**src/rtl/lbr_drain_ctrl.sv**
```systemverilog
// lbr_drain_ctrl: freezes the LBR, walks it from top-of-stack (newest) backwards
// and streams {FROM, TO} address words over a valid/ready interface.
//   clock, reset     : clock, synchronous active-high reset
//   start, req_count : drain request (sampled in IDLE), entry count (0 => all)
//   lbr_freeze       : holds off LBR recording while busy
//   lbr_read_sel     : LBR read select; lbr_read_data is the combinational reply
//   out_*            : word stream (data, FROM/TO flag, entry age, last word)
//   busy, done       : activity flag, one-cycle completion pulse
module lbr_drain_ctrl #(
  parameter int DATA_WIDTH = 32,
  parameter int LBR_SIZE   = 16
) (
  input  logic                          clock,
  input  logic                          reset,
  input  logic                          start,
  input  logic [$clog2(LBR_SIZE):0]     req_count,
  output logic                          lbr_freeze,
  output logic [$clog2(LBR_SIZE)+1:0]   lbr_read_sel,
  input  logic [DATA_WIDTH-1:0]         lbr_read_data,
  output logic                          out_valid,
  input  logic                          out_ready,
  output logic [DATA_WIDTH-1:0]         out_data,
  output logic                          out_is_to,
  output logic [$clog2(LBR_SIZE)-1:0]   out_index,
  output logic                          out_last,
  output logic                          busy,
  output logic                          done
);

  localparam int IW = $clog2(LBR_SIZE);
  localparam int SW = IW + 2;

  localparam logic [IW:0]   NMAX    = (IW+1)'(LBR_SIZE);
  localparam logic [SW-1:0] SEL_TOS = {1'b1, {(SW-1){1'b0}}};

  typedef enum logic [2:0] {
    IDLE,
    SETTLE,
    GET_TOS,
    GET_FROM,
    EMIT_FROM,
    GET_TO,
    EMIT_TO,
    FINISH
  } state_t;

  state_t                state_q, state_d;
  logic [IW:0]           n_q;
  logic [IW-1:0]         ptr_q;
  logic [IW-1:0]         age_q;
  logic [SW-1:0]         sel_q, sel_d;
  logic [DATA_WIDTH-1:0] data_q;
  logic                  is_to_q;
  logic [IW-1:0]         index_q;

  logic [IW:0]           n_start;
  logic                  is_last;

  assign n_start = (req_count == '0 || req_count > NMAX) ? NMAX : req_count;
  assign is_last = ({1'b0, age_q} == (n_q - 1'b1));

  assign out_data  = data_q;
  assign out_is_to = is_to_q;
  assign out_index = index_q;

  always_comb begin
    state_d      = state_q;
    lbr_read_sel = sel_q;
    out_valid    = 1'b0;
    out_last     = 1'b0;
    done         = 1'b0;
    busy         = (state_q != IDLE);
    lbr_freeze   = (state_q != IDLE);

    unique case (state_q)
      IDLE:      if (start) state_d = SETTLE;
      SETTLE:    state_d = GET_TOS;
      GET_TOS: begin
        lbr_read_sel = SEL_TOS;
        state_d      = GET_FROM;
      end
      GET_FROM: begin
        lbr_read_sel = {2'b00, ptr_q};
        state_d      = EMIT_FROM;
      end
      EMIT_FROM: begin
        out_valid = 1'b1;
        if (out_ready) state_d = GET_TO;
      end
      GET_TO: begin
        lbr_read_sel = {2'b01, ptr_q};
        state_d      = EMIT_TO;
      end
      EMIT_TO: begin
        out_valid = 1'b1;
        out_last  = is_last;
        if (out_ready) state_d = is_last ? FINISH : GET_FROM;
      end
      FINISH: begin
        done    = 1'b1;
        state_d = IDLE;
      end
      default:   state_d = IDLE;
    endcase

    // Select register follows the driven value so it holds outside GET_* states.
    sel_d = lbr_read_sel;
  end

  always_ff @(posedge clock) begin
    if (reset) begin
      state_q <= IDLE;
      n_q     <= '0;
      ptr_q   <= '0;
      age_q   <= '0;
      sel_q   <= '0;
      data_q  <= '0;
      is_to_q <= 1'b0;
      index_q <= '0;
    end else begin
      state_q <= state_d;
      sel_q   <= sel_d;
      unique case (state_q)
        IDLE: if (start) n_q <= n_start;
        GET_TOS: begin
          ptr_q <= lbr_read_data[IW-1:0];
          age_q <= '0;
        end
        GET_FROM: begin
          data_q  <= lbr_read_data;
          is_to_q <= 1'b0;
          index_q <= age_q;
        end
        GET_TO: begin
          data_q  <= lbr_read_data;
          is_to_q <= 1'b1;
          index_q <= age_q;
        end
        EMIT_TO: begin
          // Step to the next older entry; ptr wraps 0 -> LBR_SIZE-1.
          if (out_ready && !is_last) begin
            ptr_q <= ptr_q - 1'b1;
            age_q <= age_q + 1'b1;
          end
        end
        default: ;
      endcase
    end
  end

endmodule

```
**config.mk**
```make
export PLATFORM = sky130hd
export DESIGN_NAME = lbr_drain_ctrl
export DESIGN_NICKNAME = d
export VERILOG_FILES = /design/src/rtl/lbr_drain_ctrl.sv
export SDC_FILE = /design/constraint.sdc
export NUM_CORES = 1
export LEC_CHECK = 0
export BUFFER_PORTS_ARGS = -buffer_cell sky130_fd_sc_hd__buf_4
export CORE_AREA = 2 2 73 82
export DETAILED_ROUTE_END_ITERATION = 6
export DIE_AREA = 0 0 75 84
export PLACE_DENSITY = 0.76
export SETUP_SLACK_MARGIN = 0.02
export SLEW_MARGIN = 25
export SYNTH_ARGS = -nofsm -noshare
export SYNTH_HDL_FRONTEND = slang
export SYNTH_SLANG_ARGS = --single-unit
export TNS_END_PERCENT = 30
```
**constraint.sdc**
```tcl
create_clock -name clock -period 4 [get_ports clock]
set_input_delay 0.8 -clock clock [delete_from_list [all_inputs] [get_ports clock]]
set_output_delay 0.8 -clock clock [all_outputs]
set_load 0.05 [all_outputs]
```
==> metrics.cfg <==
[cts]
cts.repair_timing.setup_buffer_count=0
cts_root_buf=sky130_fd_sc_hd__clkbuf_8
cts.hold.buffers_added=0
cts_tree=built
clock_tree.htree_level_count=3
cts_buffer_depth=2
cts.reportedPaths.clkPinSlew_ns=0.06
clk_latency_ns=0.34
postCtsResizedCells=0
cts.sinks=59
number_of_clock_buffers_inserted_by_tritoncts=9

[setup_path]
crit-reg2reg-launch=n_q[0]$_SDFFE_PP0P_
timing.rr.end=ptr_q[0]$_SDFFE_PP0P_
arrival_ns=2.12
ff2ff_path_depth=7
crit_path_start_kind=register
reg2reg_setup_slack_ns=1.89
path_class=reg -> out
critPathRequiredTime_ns=3.20
endpoint_kind=primary output
critical_path_peak_fanout=5

[yosys]
yosys_warnings=0
ys_ff_latch=59
synthesis.area_mm2=0.00256
synth_nets=369
synthArstFlopShare=0
postSynthAreaPerCell_um2=7.91
syn-instance-count=324
synth-edff-count=0
synth_cell_types=45
postSynth.topFlopCell=sky130_fd_sc_hd__dfxtp_1
seq_area_frac_synth=0.461

[detailed_routing]
dr.pass1.iters=4
post-route-drc-count=0
dr_total_vias=2444
routed_wirelength_mm=6.30
count_of_antenna_violating_nets_left_after_detailed_routing=0
route.detailed.vias_per_inst=5.03
drt-wirelength-per-cell_um=13.0
metal3_wl_um=302
top_layer_used=met4
drt_iter0_drc=180
detailroute.wirelength.met2_mm=3.14
wl_met1_mm=2.75

[grt]
grt_pass1_wl_mm=10.5
global_route.usage.total=0.215
grt_overflow=0
antenna_found_initial=0
maximum_number_of_pins_on_one_net_before_global_route_repair=57
grt_pass1_vias=2334

[final_layout]
layout_cells_sized_above_1=0.271
final_common_cell=sky130_fd_sc_hd__nand2_1
layout-area-overhead-vs-synth_pct=35.7
finalNetCount=449
num_antenna_cells=0
most-common-layout-cells=sky130_fd_sc_hd__nand2_1, sky130_fd_sc_hd__buf_4, sky130_fd_sc_hd__dfxtp_1

[timing]
hold_viol=0
period_share=0.729
worst_pin_slew_ns=0.608
drv_slew=0
max_freq_ghz=0.343
post-route-min-period_ns=2.92
fin_worst_skew_ns=0.00491
setup-tns-final_ns=0
slew-limit-headroom=0.594
rsz_0062_raised_after_global_routing=no
setup_viol=0

[hold_path]
min-delay-path-class=reg -> reg
min_delay_endpoint=out_data[8]$_SDFFE_PP0P_
holdPathStages=2
hold_path.startpoint=out_data[8]$_SDFFE_PP0P_

[floorplanning]
boundaryPins=89
die_area_mm2=0.00630
core_area_mm2=0.00555
placement_rows=29
die_x_um=75
die-height_um=84
start_util=0.462

[placement]
dp_hpwl_mm=4.38
numPortBuffers=88
routabilityCongestion=0.875

[power]
highest_ir_drop_seen_on_vdd_uv=313
leakagePower_nw=1.46
power.total_mw=1.51
cellPowerDensity_mw_per_mm2=436

[flow_run]
maximum_capacitance_violations=0

[run_status]
status=finished, final reports clean

-- logic make-up after synthesis --
group	synth area share
flops	0.461
mux	0.00439
buf+inv	0.0464
fa+ha+maj	0.0195
compound gates	0.192
simple gates	0.250
xor+xnor	0.0273
-- sequential cells by signal, indices dropped and copies added, names as in the netlist --
| register | flops |
|---|---|
| age_q | 4 |
| n_q | 5 |
| out_data | 32 |
| out_index | 4 |
| out_is_to | 1 |
| ptr_q | 4 |
| sel_q | 6 |
| state_q | 3 |
-- area by class of cell --
type,instances,area (um2)
Fill cell,504,2070
Inverter,9,33.8
Timing Repair Buffer,90,676
Multi-Input combinational cell,235,1260
Tap cell,77,96.3
Clock buffer,12,155
Sequential cell,59,1180
Clock inverter,4,72.6
-- per-layer routing --
metal	up-vias	track usage
met2	65	0.344
met4	0	0.0747
met3	10	0.0676
met5	-	0
met1	1110	0.269
li1	1259	-
-- power breakdown --
group,leakage (nW),internal (mW),switching [mW]
Sequential,0.477,0.612,0.0258
Combinational,0.866,0.0932,0.167
Clock,0.113,0.384,0.233
Total,1.46,1.09,0.426
-- worst max-delay path: stages (launching register included) --
cell	delay (ns)
sky130_fd_sc_hd__dfxtp_1	0.40
sky130_fd_sc_hd__inv_1	0.06
sky130_fd_sc_hd__ha_1	0.28
sky130_fd_sc_hd__xnor2_1	0.31
sky130_fd_sc_hd__a22o_1	0.24
sky130_fd_sc_hd__o211ai_2	0.13
sky130_fd_sc_hd__nor2_1	0.14
sky130_fd_sc_hd__buf_4	0.22
-- how the worst max path moves through the flow --
| stage | startpoint | endpoint | slack [ns] |
|---|---|---|---|
| floorplan | state_q[2]$_SDFFE_PP0P_ | lbr_read_sel[4] | 1.22 |
| global placement | n_q[0]$_SDFFE_PP0P_ | out_last | 1.54 |
| detailed placement | n_q[0]$_SDFFE_PP0P_ | out_last | 1.44 |
| CTS | n_q[0]$_SDFFE_PP0P_ | out_last | 1.07 |
| global route | state_q[2]$_SDFFE_PP0P_ | lbr_read_sel[3] | 0.90 |
| finish | n_q[0]$_SDFFE_PP0P_ | out_last | 1.08 |
-- synthesized netlist by cell type, types with 3 or more instances --
library cell               count  area (um2)
sky130_fd_sc_hd__nand3b_1      5        37.5
sky130_fd_sc_hd__a21oi_1      55         275
sky130_fd_sc_hd__clkbuf_1     15        56.3
sky130_fd_sc_hd__inv_1         9        33.8
sky130_fd_sc_hd__xnor2_1       4        35.0
sky130_fd_sc_hd__o31ai_1       3        22.5
sky130_fd_sc_hd__nand3_1       9        45.0
sky130_fd_sc_hd__buf_1         3        11.3
sky130_fd_sc_hd__xor2_1        4        35.0
sky130_fd_sc_hd__nor2_1       12        45.0
sky130_fd_sc_hd__nor3_1        3        15.0
sky130_fd_sc_hd__dfxtp_1      59        1180
sky130_fd_sc_hd__ha_1          4        50.1
sky130_fd_sc_hd__nand2_1      96         360
sky130_fd_sc_hd__and2_1        5        31.3
-- metrics by stage --
step	area (um2)	utilization	std cells	hold slack, ns	setup slack, ns
floorplan	2560	-	324	0.456	1.22
global placement	3250	0.585	470	0.442	1.54
detailed placement	3250	0.585	470	0.448	1.44
CTS	3480	0.626	486	0.457	1.07
global route	3480	0.626	486	0.474	0.900
finish	3480	0.626	486	0.453	1.08
Note: power is estimated with default switching activity, not from simulation.
